$ cat src/rtl/qpsk_symbol_mux.sv
// QPSK symbol mux: packs serial bit pairs into a 4-deep symbol FIFO and, at each carrier-period boundary,
// selects one of four phase-shifted carrier samples. The output is registered (1 cycle after the q inputs); bit_ready drops while the FIFO is full.
module qpsk_symbol_mux (
  input  logic       clk,
  input  logic       rst,
  input  logic       bit_in,
  input  logic       bit_valid,
  output logic       bit_ready,
  input  logic       phase_zero,
  input  logic [7:0] q00_in,
  input  logic [7:0] q01_in,
  input  logic [7:0] q10_in,
  input  logic [7:0] q11_in,
  output logic [7:0] mod_out,
  output logic       mod_valid,
  output logic       sym_start,
  output logic       underrun
);

  localparam logic [7:0] MIDSCALE = 8'd100;

  logic [3:0] phase_cnt;
  logic [1:0] fifo_mem [4];
  logic [1:0] wr_ptr, rd_ptr;
  logic [2:0] count;
  logic       half, msb;
  logic [1:0] cur_sym;
  logic       active;

  logic       boundary, pop, accept, push, active_nxt;
  logic [1:0] head, sel_sym;
  logic [7:0] sample;

  assign bit_ready = (count < 3'd4);
  assign accept    = bit_valid && bit_ready;
  assign push      = accept && half;
  assign boundary  = phase_zero || (phase_cnt == 4'd0);
  // Pop looks only at the registered count, so a same-cycle push into an empty FIFO is not seen.
  assign pop       = boundary && (count != 3'd0);
  assign head      = fifo_mem[rd_ptr];
  assign sel_sym   = pop ? head : cur_sym;
  assign active_nxt = boundary ? pop : active;

  always_comb begin
    sample = MIDSCALE;
    case (sel_sym)
      2'b00: sample = q00_in;
      2'b01: sample = q01_in;
      2'b10: sample = q10_in;
      2'b11: sample = q11_in;
      default: sample = MIDSCALE;
    endcase
  end

  always_ff @(posedge clk) begin
    if (push) fifo_mem[wr_ptr] <= {msb, bit_in};
  end

  always_ff @(posedge clk) begin
    if (rst) begin
      phase_cnt <= 4'd0;
      wr_ptr    <= 2'd0;
      rd_ptr    <= 2'd0;
      count     <= 3'd0;
      half      <= 1'b0;
      msb       <= 1'b0;
      cur_sym   <= 2'b00;
      active    <= 1'b0;
      mod_out   <= MIDSCALE;
      mod_valid <= 1'b0;
      sym_start <= 1'b0;
      underrun  <= 1'b0;
    end else begin
      phase_cnt <= phase_zero ? 4'd1 : phase_cnt + 4'd1;

      if (accept) begin
        if (half) begin
          half <= 1'b0;
        end else begin
          msb  <= bit_in;
          half <= 1'b1;
        end
      end

      if (push) wr_ptr <= wr_ptr + 2'd1;
      if (pop)  rd_ptr <= rd_ptr + 2'd1;
      case ({push, pop})
        2'b10:   count <= count + 3'd1;
        2'b01:   count <= count - 3'd1;
        default: count <= count;
      endcase

      if (pop) cur_sym <= head;
      active    <= active_nxt;
      mod_out   <= active_nxt ? sample : MIDSCALE;
      mod_valid <= active_nxt;
      sym_start <= pop;
      underrun  <= boundary && (count == 3'd0) && active;
    end
  end

endmodule

$ cat config.mk
export PLATFORM = sky130hd
export DESIGN_NAME = qpsk_symbol_mux
export DESIGN_NICKNAME = d
export VERILOG_FILES = /design/src/rtl/qpsk_symbol_mux.sv
export SDC_FILE = /design/constraint.sdc
export NUM_CORES = 1
export LEC_CHECK = 0
export ABC_AREA = 1
export CORE_MARGIN = 1.5
export CORE_UTILIZATION = 45
export CTS_CLUSTER_DIAMETER = 120
export DETAILED_ROUTE_END_ITERATION = 6
export PLACE_DENSITY = 0.75
export SLEW_MARGIN = 20
export SYNTH_ARGS = -nofsm -noshare
export SYNTH_HDL_FRONTEND = slang
export SYNTH_SLANG_ARGS = --single-unit
$ cat constraint.sdc
create_clock -name clk -period 4.1 [get_ports clk]
set_input_delay 1.025 -clock clk [delete_from_list [all_inputs] [get_ports clk]]
set_output_delay 1.025 -clock clk [all_outputs]
set_load 0.01 [all_outputs]
### Word-level counts from Yosys, hierarchy flattened

Memories as Yosys holds them, arrays and structs flattened. A register that Yosys moved wholly into a read port is not among the register bits.
Index checks and enable logic that the tools add are counted.

* RAM bits: 8
* word-level logic and storage cells: 50
* bits of input ports: 37
* flip-flop bits (word level): 26
* memories: 1
* output and inout bits: 12

Memory list
* fifo_mem: words 4, width 2, read ports 1, clocked after Yosys merged registers in 1, write ports 1, RTL line 23 `logic [1:0] fifo_mem [4];`

* add/subtract/negate cells: 5
* order comparisons: 1
* bitwise logic cells: 2
* mux-type cells: 10
* reductions and logical operators: 14
* eq/ne operators: 5

Operator list (number)
* $pmux 8 s4: 1
* $eq 2x2->1 const B: 3
* $mux 2: 3
* $pmux 3 s2: 1
* $logic_and 1x1->1: 5
* $mux 1: 5
* $add 2x1->2 const B: 2
* $add 4x1->4 const B: 1
* $eq 2x1->1 const B: 2
* $logic_not 4->1: 1
* $reduce_or 2->1: 2
* $add 3x1->3 const B: 1
* $logic_not 3->1: 1
* $lt 3x3->1 const B: 1
* $reduce_bool 3->1: 1
* $sub 3x1->3 const B: 1
* $logic_not 2->1: 1
* $not 1->1: 2
* $reduce_and 2->1: 1
* $reduce_bool 2->1: 1
* $logic_or 1x1->1: 1

### Logic depth before layout (Yosys ltp)

Gate-level depths: netlist of run 1.

* depth in word-level cells: 6
* mapped depth: 14
* gate-level depth less buffers: 14

### Worst setup path after synthesis of run 1

Ideal clock, no wire load.

* kind: input -> register
* start: input port phase_zero
* end: register count[2]
* data required time: 4042 ps
* path slack: 1687 ps
* setup time: 58 ps
* buffers on the path: 0
* cell stages on the path: 11
* data arrival time: 2355 ps
* cells stage by stage: inv_1 -> nand2_4 -> nand2_8 -> inv_2 -> ha_1 -> inv_1 -> fa_1 -> a21oi_1 -> o21ai_0 -> a21oi_1 -> o21a_1

* longest elaborated chain between the ends: 4

Ends and longest elaborated chain
* from (decl): RTL line 9 `input logic phase_zero,`
* $logic_or 1x1->1 *: RTL line 37 `assign boundary = phase_zero || (phase_cnt == 4'd0);`
* $logic_and 1x1->1 *: RTL line 39 `assign pop = boundary && (count != 3'd0);`
* named net pop: RTL line 30 `logic boundary, pop, accept, push, active_nxt;`
* $eq 2x1->1 / $eq 2x2->1 (equally long branches): RTL line 87 `case ({push, pop})`
* $pmux 3 s2 / $reduce_bool 2->1 (equally long branches)
* to (signal assigned): RTL line 88 `2'b10: count <= count + 3'd1;`
* to (signal assigned): RTL line 89 `2'b01: count <= count - 3'd1;`
* to (signal assigned): RTL line 90 `default: count <= count;`
* to (decl): RTL line 25 `logic [2:0] count;`

Mark *: on every way through the listed nets, which the timed path passes. The rest lies on a longest branch.
A chain may end at the register's enable or synchronous reset.

### Final worst setup path of run 1

Same ends and word-level chain as after synthesis.

==> results of run 1 <==
==> state kept, by name (all words and copies together) (netlist names), named ones only <==
name,cells
underrun,1
half,1
active,1
count,3
wr_ptr,2
fifo_mem,8
msb,1
phase_cnt,4
mod_out,8
sym_start,1
rd_ptr,2
cur_sym,2
==> stage by stage <==
| stage | cells | area (um^2) |
|---|---|---|
| after floorplan | 224 | 1830 |
| after CTS | 323 | 2430 |
| after detailed placement | 315 | 2330 |
| after global placement | 315 | 2330 |
| after global routing | 323 | 2430 |
| final | 323 | 2430 |
==> synthesized netlist by cell type <==
library cell | count | share of area (%)
nand2_1 | 43 | 8.8
inv_1 | 35 | 7.2
dfxtp_1 | 28 | 31
nand3_1 | 24 | 6.6
nor2_1 | 21 | 4.3
edfxtp_1 | 8 | 13
ha_1 | 7 | 4.8
nand2_2 | 7 | 2.4
a21oi_1 | 6 | 1.6
o21ai_0 | 5 | 1.4
nand3b_1 | 4 | 1.6
nor3b_1 | 4 | 1.6
a211oi_1 | 3 | 1.2
buf_6 | 3 | 1.8
inv_2 | 3 | 0.62
or2_2 | 3 | 1.0
clkbuf_1 | 2 | 0.41
nand2_4 | 2 | 1.2
nand3_2 | 2 | 1.1
nor2_2 | 2 | 0.68
o21ai_1 | 2 | 0.55
o21ai_4 | 2 | 1.8
a21oi_2 | 1 | 0.48
fa_1 | 1 | 1.1
nand2_8 | 1 | 1.1
nand3_4 | 1 | 0.96
nand4_1 | 1 | 0.34
o21a_1 | 1 | 0.41
xnor2_1 | 1 | 0.48
xor2_1 | 1 | 0.48
==> worst paths after layout <==
check | end | from
hold reg to reg | count[0] | count[0]
setup / recovery | count[2] | phase_zero
setup reg to reg | count[2] | phase_cnt[0]
hold / removal | count[0] | count[0]
==> worst max-delay path, cell delays in order <==
cell and delay (ns):
clkdlybuf4s50_1 0.47, inv_1 0.08, nand2_4 0.11, nand2_8 0.09
inv_2 0.09, ha_1 0.15, inv_1 0.07, fa_1 0.37
a21oi_1 0.14, o21ai_0 0.12, a21oi_1 0.15, o21a_1 0.14
==> logic make-up after synthesis <==
family | after synthesis
fa+ha+maj | 8
xor+xnor | 2
compound gates | 20
flops | 36
simple gates | 115
buf+inv | 43
==> power breakdown <==
group          internal, mW  leakage (nW)  total [mW]  switching, mW
sequential            0.461         0.303       0.506         0.0451
clock                 0.153        0.0515       0.270          0.117
combinational         0.351         0.714       0.899          0.549
==> per-layer routing <==
layer / up-vias / GRT usage (%) / routed length (um)
li1: 808 / - / -
met1: 668 / 21.9 / 1660
met2: 23 / 28.9 / 1740
met3: 8 / 5.24 / 142
met4: 0 / 9.95 / 74
met5: - / 0 / 0
==> layout make-up <==
cell class,count,area [um^2]
Tap cell,48,60.1
Inverter,38,143
Sequential cell,36,801
Timing Repair Buffer,48,480
Clock buffer,8,100
Multi-Input combinational cell,145,843
Fill cell,344,1340
==> layout by cell type, fill, tap and decap left out, types with 2 or more instances in the layout <==
| cell type | count |
|---|---|
| edfxtp_1 | 8 |
| clkdlybuf4s50_1 | 48 |
| o21ai_0 | 5 |
| o21ai_4 | 2 |
| dfxtp_1 | 28 |
| inv_2 | 3 |
| or2_2 | 3 |
| nand2_1 | 43 |
| a21oi_1 | 6 |
| nand3_1 | 24 |
| nand2_2 | 7 |
| a211oi_1 | 3 |
| nand3b_1 | 4 |
| o21ai_1 | 2 |
| ha_1 | 7 |
| nor2_1 | 21 |
| clkbuf_8 | 7 |
| nor3b_1 | 4 |
| inv_1 | 35 |
| nand3_2 | 2 |
| nand2_4 | 2 |
| nor2_2 | 2 |
==> flow_metrics.py, run 1 <==
metrics = {
    "critical_path": {
        "worstPathRequired_ns": 4.33,
        "r2r_slack_ns": 2.04,
        "critPathMaxFanout": 8,
        "critPathKind": "in -> reg",
        "arrival_ns": 2.99,
        "crit_path_end_kind": "flop",
        "startpoint_type": "primary input",
        "worstRegToRegCells": 13,
    },
    "drt": {
        "drt_iter0_markers": 40,
        "avgRoutedWirePerCell_um": 11.2,
        "drc": 0,
        "viasPerCell": 4.67,
        "totalWireLength_mm": 3.61,
        "ant_nets": 0,
        "dr.pass1.iters": 4,
        "vias": 1507,
    },
    "sta": {
        "period_share_pct": 67.1,
        "finalCriticalPeriod_ns": 2.75,
        "whs_ns": 0.462,
        "finalSetupTns_ns": 0,
        "tightestPinTransition_ns": 0.606,
        "max_freq_mhz": 364,
        "setup_viol": 0,
        "final_max_slew_viol_count": 0,
        "finClkSkew_ns": 0.00354,
        "setup_ws_ns": 1.35,
        "hold_violations": 0,
        "rsz0062_at_grt": "no",
        "slew_headroom_pct": 59.5,
    },
    "die": {
        "fp.dieH_um": 66.7,
        "initial_core_util_pct": 48.5,
        "rows": 22,
        "ios": 49,
        "die_x_um": 66.7,
        "design.die.area_um2": 4450,
        "coreArea_um2": 3770,
    },
    "placed_design": {
        "port_buffers": 48,
        "place_congestion": 0.720,
        "hpwlAfterDp_mm": 2.77,
        "dp_slack_ns": 1.05,
    },
    "synthesis": {
        "synthXorXnorAreaFrac_pct": 0.958,
        "yosysSeqAreaShare_pct": 43.8,
        "yosys.area_share.adder_pct": 5.89,
        "syn_avg_cell_area_um2": 8.16,
        "netlist_area_um2": 1830,
        "synth_compound_area_share_pct": 7.46,
        "synth_warnings": 0,
        "synth_fp_nets": 269,
        "synth_cell_types": 30,
        "synthMuxAreaShare_pct": 0,
        "synth_top_family_by_area": "simple AND/OR/NAND/NOR gates",
        "synthCells": 224,
        "synthSimpleGateAreaFrac_pct": 31.8,
        "synth_seq_cells": 36,
    },
    "pwr": {
        "power.density_nw_per_um2": 690,
        "ir_drop_mv": 0.386,
        "power.leakage_nw": 1.07,
        "p_total_mw": 1.68,
    },
    "clocking": {
        "clockBufferDepth": 2,
        "post_cts_buffers": 0,
        "cts_buffers": 5,
        "cts_tree": "built",
        "htree_levels": 2,
        "cts_resized": 0,
        "insertion_delay_ns": 0.29,
        "clk_pin_slew_ns": 0.06,
        "cts_root_buf": "clkbuf_8",
        "numClockSinks": 36,
        "cts_hold_buffers": 0,
    },
    "global_routing": {
        "antenna_found_initial": 0,
        "gr-total-overflow": 0,
        "grt_pass1_wl_mm": 5.95,
        "grt_pass1_vias": 1347,
        "grt.total_usage_pct": 18.1,
        "grt_max_degree": 19,
    },
    "min_path": {
        "whs_path_depth": 2,
        "hold_class": "reg -> reg",
    },
    "cells_and_area": {
        "post-route-util_pct": 64.4,
        "diodes": 0,
        "areaGrowthSynthToFinish_pct": 32.8,
        "drive_gt1_share_pct": 11.3,
        "fin_nets": 319,
    },
    "run_status": {
        "status": "finished, final reports clean",
    },
    "job": {
        "maxCapViolCount": 0,
    },
}
Note: power is estimated with default switching activity, not from simulation.
==> inputs of run 2 (changes only) <==
--- a/config.mk
+++ b/config.mk
@@ -7,7 +7,7 @@
 export LEC_CHECK = 0
 export ABC_AREA = 1
 export CORE_MARGIN = 1.5
-export CORE_UTILIZATION = 45
+export CORE_UTILIZATION = 43
 export CTS_CLUSTER_DIAMETER = 120
 export DETAILED_ROUTE_END_ITERATION = 6
 export PLACE_DENSITY = 0.75
==> constraint.sdc (replaced) <==
create_clock -name clk -period 2.42 [get_ports clk]
set_input_delay 0.605 -clock clk [delete_from_list [all_inputs] [get_ports clk]]
set_output_delay 0.605 -clock clk [all_outputs]
set_load 0.01 [all_outputs]
==> run 2 against run 1 <==
  * Clock-buffer cell count shrank 3
  * Wire length grew 3.5%
  * Cell count grew 2.8%
  * First-iteration DRC count grew 55%
  * Hold slack lost 0.0020 ns
  * Via count grew 1.3%
  * Core utilization shrank 3.4 points
  * Cell area grew 2.0%
  * Register-to-register slack lost 1.6 ns
  * Highest routed layer unchanged
  * Flip-flop and latch count is the same
==> flow_metrics.py, run 2 (same netlist as run 1, synthesis figures left out) <==
metrics = {
    "global_routing": {
        "antenna_found_initial": 0,
        "grt_pass1_vias": 1204,
        "grt.total_usage_pct": 15.9,
        "grt_max_degree": 19,
        "grt_pass1_wl_mm": 5.45,
        "gr-total-overflow": 0,
    },
    "cells_and_area": {
        "reg_top3": "fifo_mem (8), mod_out (8), phase_cnt (4)",
        "areaGrowthSynthToFinish_pct": 35.4,
        "diodes": 0,
        "design_area_um2": 2470,
        "fin_nets": 326,
        "drive_gt1_share_pct": 13.8,
        "mostFrequentLayoutCells": "48 x clkdlybuf4s50_1, 43 x nand2_1, 35 x inv_1",
        "layout_commonest_cell": "clkdlybuf4s50_1",
        "n_fill_cell": 348,
    },
    "clocking": {
        "cts_root_buf": "clkbuf_8",
        "clk_pin_slew_ns": 0.08,
        "cts_hold_buffers": 0,
        "cts_buffers": 5,
        "htree_levels": 2,
        "numClockSinks": 36,
        "cts_tree": "built",
        "cts_resized": 0,
        "post_cts_buffers": 0,
        "insertion_delay_ns": 0.29,
        "clockBufferDepth": 2,
    },
    "placed_design": {
        "place_area_um2": 2380,
        "place_congestion": 0.760,
        "port_buffers": 48,
        "hpwlAfterDp_mm": 2.80,
    },
    "drt": {
        "totalWireLength_mm": 3.74,
        "vias": 1527,
        "dr.pass1.iters": 4,
        "drt_iter0_markers": 62,
        "viasPerCell": 4.60,
        "avgRoutedWirePerCell_um": 11.3,
        "drc": 0,
        "ant_nets": 0,
    },
    "pwr": {
        "p_sw_share_pct": 43.2,
        "p_clk_share_pct": 15.2,
        "p_seq_share_pct": 29.6,
        "power.internal_mw": 1.64,
        "comb_power_share_pct": 55.2,
        "p_total_mw": 2.88,
        "power.density_nw_per_um2": 1160,
        "ir_drop_mv": 0.617,
        "switching_power_mw": 1.25,
        "power.leakage_nw": 1.09,
    },
    "die": {
        "coreArea_um2": 4060,
        "initial_core_util_pct": 45.1,
        "design.die.area_um2": 4650,
        "rows": 23,
        "ios": 49,
        "fp.dieH_um": 68.2,
        "die_x_um": 68.2,
    },
    "min_path": {
        "hold_class": "reg -> reg",
    },
    "critical_path": {
        "crit_path_end_kind": "flop",
        "critPathKind": "in -> reg",
        "worstPathRequired_ns": 2.66,
        "startpoint_type": "primary input",
        "critPathMaxFanout": 2,
        "arrival_ns": 2.42,
    },
    "sta": {
        "final_max_slew_viol_count": 0,
        "finClkSkew_ns": 0.00625,
        "rsz0062_at_grt": "no",
        "setup_viol": 0,
        "period_share_pct": 90.1,
        "whs_ns": 0.460,
        "max_freq_mhz": 459,
        "hold_violations": 0,
        "slew_headroom_pct": 71.9,
        "finalCriticalPeriod_ns": 2.18,
        "tightestPinTransition_ns": 0.419,
    },
    "run_status": {
        "status": "finished, final reports clean",
    },
    "job": {
        "maxCapViolCount": 0,
    },
}
## run 2: changes by cell type in the layout (fill, tap and decap cells not counted), sizes merged
cell	previous run	this run
buf	0	7
clkbuf	8	5
clkinvlp	0	2
clkinv	0	1
## run 2: per-stage QoR
step                worst slack [ns]  setup TNS (ns)  utilization (%)  cells
CTS                            0.237               0             61.0    332
global route                   0.104               0             61.0    332
detailed placement           -0.0649         -0.0649             58.7    324
global placement             -0.0204         -0.0204             58.7    324
floorplan                      0.427               0                -    224
finish                         0.241               0             61.0    332
## run 2: metal layers
| metal | part of all wire, % | vias up | wire length, um | GRT usage, % |
|---|---|---|---|---|
| met5 | 0 | - | 0 | 0 |
| met4 | 0.91 | 0 | 34 | 6.00 |
| met3 | 3.0 | 2 | 111 | 4.44 |
| met2 | 51 | 22 | 1900 | 24.9 |
| met1 | 45 | 683 | 1690 | 20.9 |
| li1 | - | 820 | - | - |
## run 2: area by class of cell
type	instances	area (um^2)	area share, %
Multi-Input combinational cell	145	843	34.1
Timing Repair Buffer	55	533	21.5
Inverter	38	143	5.76
Tap cell	50	62.6	2.53
Sequential cell	36	801	32.4
Clock inverter	3	23.8	0.961
Clock buffer	5	68.8	2.78
## run 2: final timing paths
kind	from	endpoint	slack, ns	depth (start not counted)
worst max-delay path	phase_zero	count[2]	0.24	12
worst max register to register	phase_cnt[0]	count[2]	0.49	13
worst min register to register	count[0]	count[0]	0.46	2
worst min-delay path	count[0]	count[0]	0.46	2
## run 2: critical path: stages
cell and delay [ns]:
clkdlybuf4s50_1 0.47, inv_1 0.08, nand2_4 0.10, nand2_8 0.05
inv_2 0.05, ha_1 0.13, inv_1 0.06, fa_1 0.37
a21oi_1 0.14, o21ai_0 0.11, a21oi_1 0.13, o21a_1 0.12
## run 2: power by group through the flow
stage               sequential, mW  combinational (mW)  clock (mW)
finish                       0.853                1.59       0.438
global route                 0.872                1.77       0.475
CTS                          0.853                1.61       0.451
detailed placement           0.865                1.59           0
global placement             0.863                1.56           0
floorplan                    0.896                1.15           0
==> inputs of run 3 (changes only) <==
--- a/config.mk
+++ b/config.mk
@@ -11,6 +11,7 @@
 export CTS_CLUSTER_DIAMETER = 120
 export DETAILED_ROUTE_END_ITERATION = 6
 export PLACE_DENSITY = 0.75
+export REMOVE_ABC_BUFFERS = 1
 export SLEW_MARGIN = 20
 export SYNTH_ARGS = -nofsm -noshare
 export SYNTH_HDL_FRONTEND = slang
==> run 3 against run 2 <==
  * Non-clock buffer count down 1
  * Wire length down 1.7%
  * Maximum frequency down 2.1%
  * Flip-flop and latch count unchanged
  * Setup slack worse by 0.047 ns
  * Global-route usage up 0.14 points
  * Clock skew down 0.0023 ns
  * Sequential power about the same
  * Core utilization up 0.28 points
  * Hold slack better by 0.016 ns
  * Largest cell class unchanged
==> flow_metrics.py, run 3 (same netlist as run 1, synthesis figures left out) <==
metrics = {
    "run_status": {
        "status": "finished, final reports clean",
    },
    "sta": {
        "hold_violations": 0,
        "tightestPinTransition_ns": 0.439,
        "rsz0062_at_grt": "no",
        "finClkSkew_ns": 0.00392,
        "period_share_pct": 92.0,
        "max_freq_mhz": 449,
        "finalCriticalPeriod_ns": 2.23,
        "setup_viol": 0,
        "final_max_slew_viol_count": 0,
        "whs_ns": 0.476,
        "slew_headroom_pct": 70.6,
    },
    "critical_path": {
        "path_buf_inv": 4,
        "critPathMaxStageDelay_ns": 0.48,
        "path_delay_family": "buffers and inverters",
        "critPathMaxFanout": 2,
        "arrival_ns": 2.47,
        "worstPathCellList": "clkdlybuf4s50_1 > inv_1 > nand2_4 > nand2_8 > inv_2 > ha_1 > inv_1 > fa_1 > a21oi_1 > o21ai_0 > a21oi_1 > o21a_1",
        "cp_slowest_cell": "clkdlybuf4s50_1",
        "worstPathRequired_ns": 2.66,
        "critPathKind": "in -> reg",
        "startpoint_type": "primary input",
        "crit_path_end_kind": "flop",
    },
    "pwr": {
        "power.leakage_nw": 1.10,
        "p_total_mw": 2.97,
        "ir_drop_mv": 0.804,
        "power.density_nw_per_um2": 1190,
    },
    "die": {
        "coreArea_um2": 4060,
        "fp.dieH_um": 68.2,
        "design.die.area_um2": 4650,
        "die_x_um": 68.2,
        "rows": 23,
        "initial_core_util_pct": 45.1,
        "ios": 49,
    },
    "drt": {
        "avgRoutedWirePerCell_um": 11.1,
        "dr.pass1.iters": 4,
        "drt_iter0_markers": 66,
        "drc": 0,
        "ant_nets": 0,
        "totalWireLength_mm": 3.67,
        "viasPerCell": 4.57,
        "vias": 1513,
    },
    "global_routing": {
        "grt_pass1_wl_mm": 5.59,
        "grt_max_degree": 19,
        "grt_pass1_vias": 1303,
        "antenna_found_initial": 0,
        "grt.total_usage_pct": 16.1,
        "gr-total-overflow": 0,
    },
    "cells_and_area": {
        "layout.cells.non_filler": 331,
        "mostFrequentLayoutCells": "48 x clkdlybuf4s50_1, 43 x nand2_1, 35 x inv_1",
        "drive_gt1_share_pct": 13.5,
        "reg_top3": "fifo_mem (8), mod_out (8), phase_cnt (4)",
        "areaGrowthSynthToFinish_pct": 36.0,
        "fin_nets": 325,
        "post-route-util_pct": 61.3,
        "layout_commonest_cell": "clkdlybuf4s50_1",
        "diodes": 0,
    },
    "clocking": {
        "htree_levels": 2,
        "cts_resized": 0,
        "cts_buffers": 5,
        "clk_pin_slew_ns": 0.07,
        "cts_hold_buffers": 0,
        "clockBufferDepth": 2,
        "insertion_delay_ns": 0.29,
        "cts_root_buf": "clkbuf_8",
        "numClockSinks": 36,
        "cts_tree": "built",
        "post_cts_buffers": 0,
    },
    "min_path": {
        "hold_class": "reg -> reg",
    },
    "placed_design": {
        "port_buffers": 48,
        "hpwlAfterDp_mm": 2.85,
        "place_congestion": 0.779,
        "placed_cells": 323,
    },
    "job": {
        "maxCapViolCount": 0,
    },
}
## run 3: changes by cell type in the layout (fill, tap and decap cells not counted), sizes merged
cell	delta
buf	-1
bufinv	+1
clkinvlp	-1
## run 3: final timing paths
| kind | slack, ns | start | end | depth (start not counted) |
|---|---|---|---|---|
| setup / recovery | 0.19 | phase_zero | count[2] | 12 |
| hold / removal | 0.48 | count[0] | count[0] | 2 |
| setup reg to reg | 0.47 | phase_cnt[0] | count[2] | 13 |
| hold reg to reg | 0.48 | count[0] | count[0] | 2 |
## run 3: power by group
group	switching [mW]	total [mW]	internal, mW
clock network	0.220	0.524	0.305
logic	0.946	1.59	0.641
registers	0.0750	0.856	0.781
total	1.24	2.97	1.73
## run 3: area by class of cell
| cell class | instances | area, um^2 |
|---|---|---|
| clock inverter | 3 | 42.5 |
| multi-input combinational | 145 | 843 |
| sequential | 36 | 801 |
| clock buffer | 5 | 68.8 |
| fill | 363 | 1570 |
| inverter | 38 | 143 |
| timing repair buffer | 54 | 526 |
| tap | 50 | 62.6 |
## run 3: per-layer routing
layer,share of wire (%),GRT usage [%],wire length [um],up-vias
met5,0,0,0,-
met4,2.3,7.00,85,0
li1,-,-,-,818
met3,3.7,3.95,135,10
met2,47,24.9,1710,21
met1,47,21.2,1740,664
## run 3: through the flow
stage,area (um^2),setup WS (ns),setup TNS [ns]
5_1_grt,2490,0.0605,0
4_1_cts,2490,0.194,0
2_1_floorplan,1790,0.427,0
3_3_place_gp,2370,-0.0289,-0.0289
3_5_place_dp,2370,-0.103,-0.103
6_report,2490,0.194,0
## run 3: tightest hold or removal path, cell delays in order (launching register included)
cell	delay (ns)
dfxtp_1	0.32
nand2_1	0.05
a21oi_1	0.06
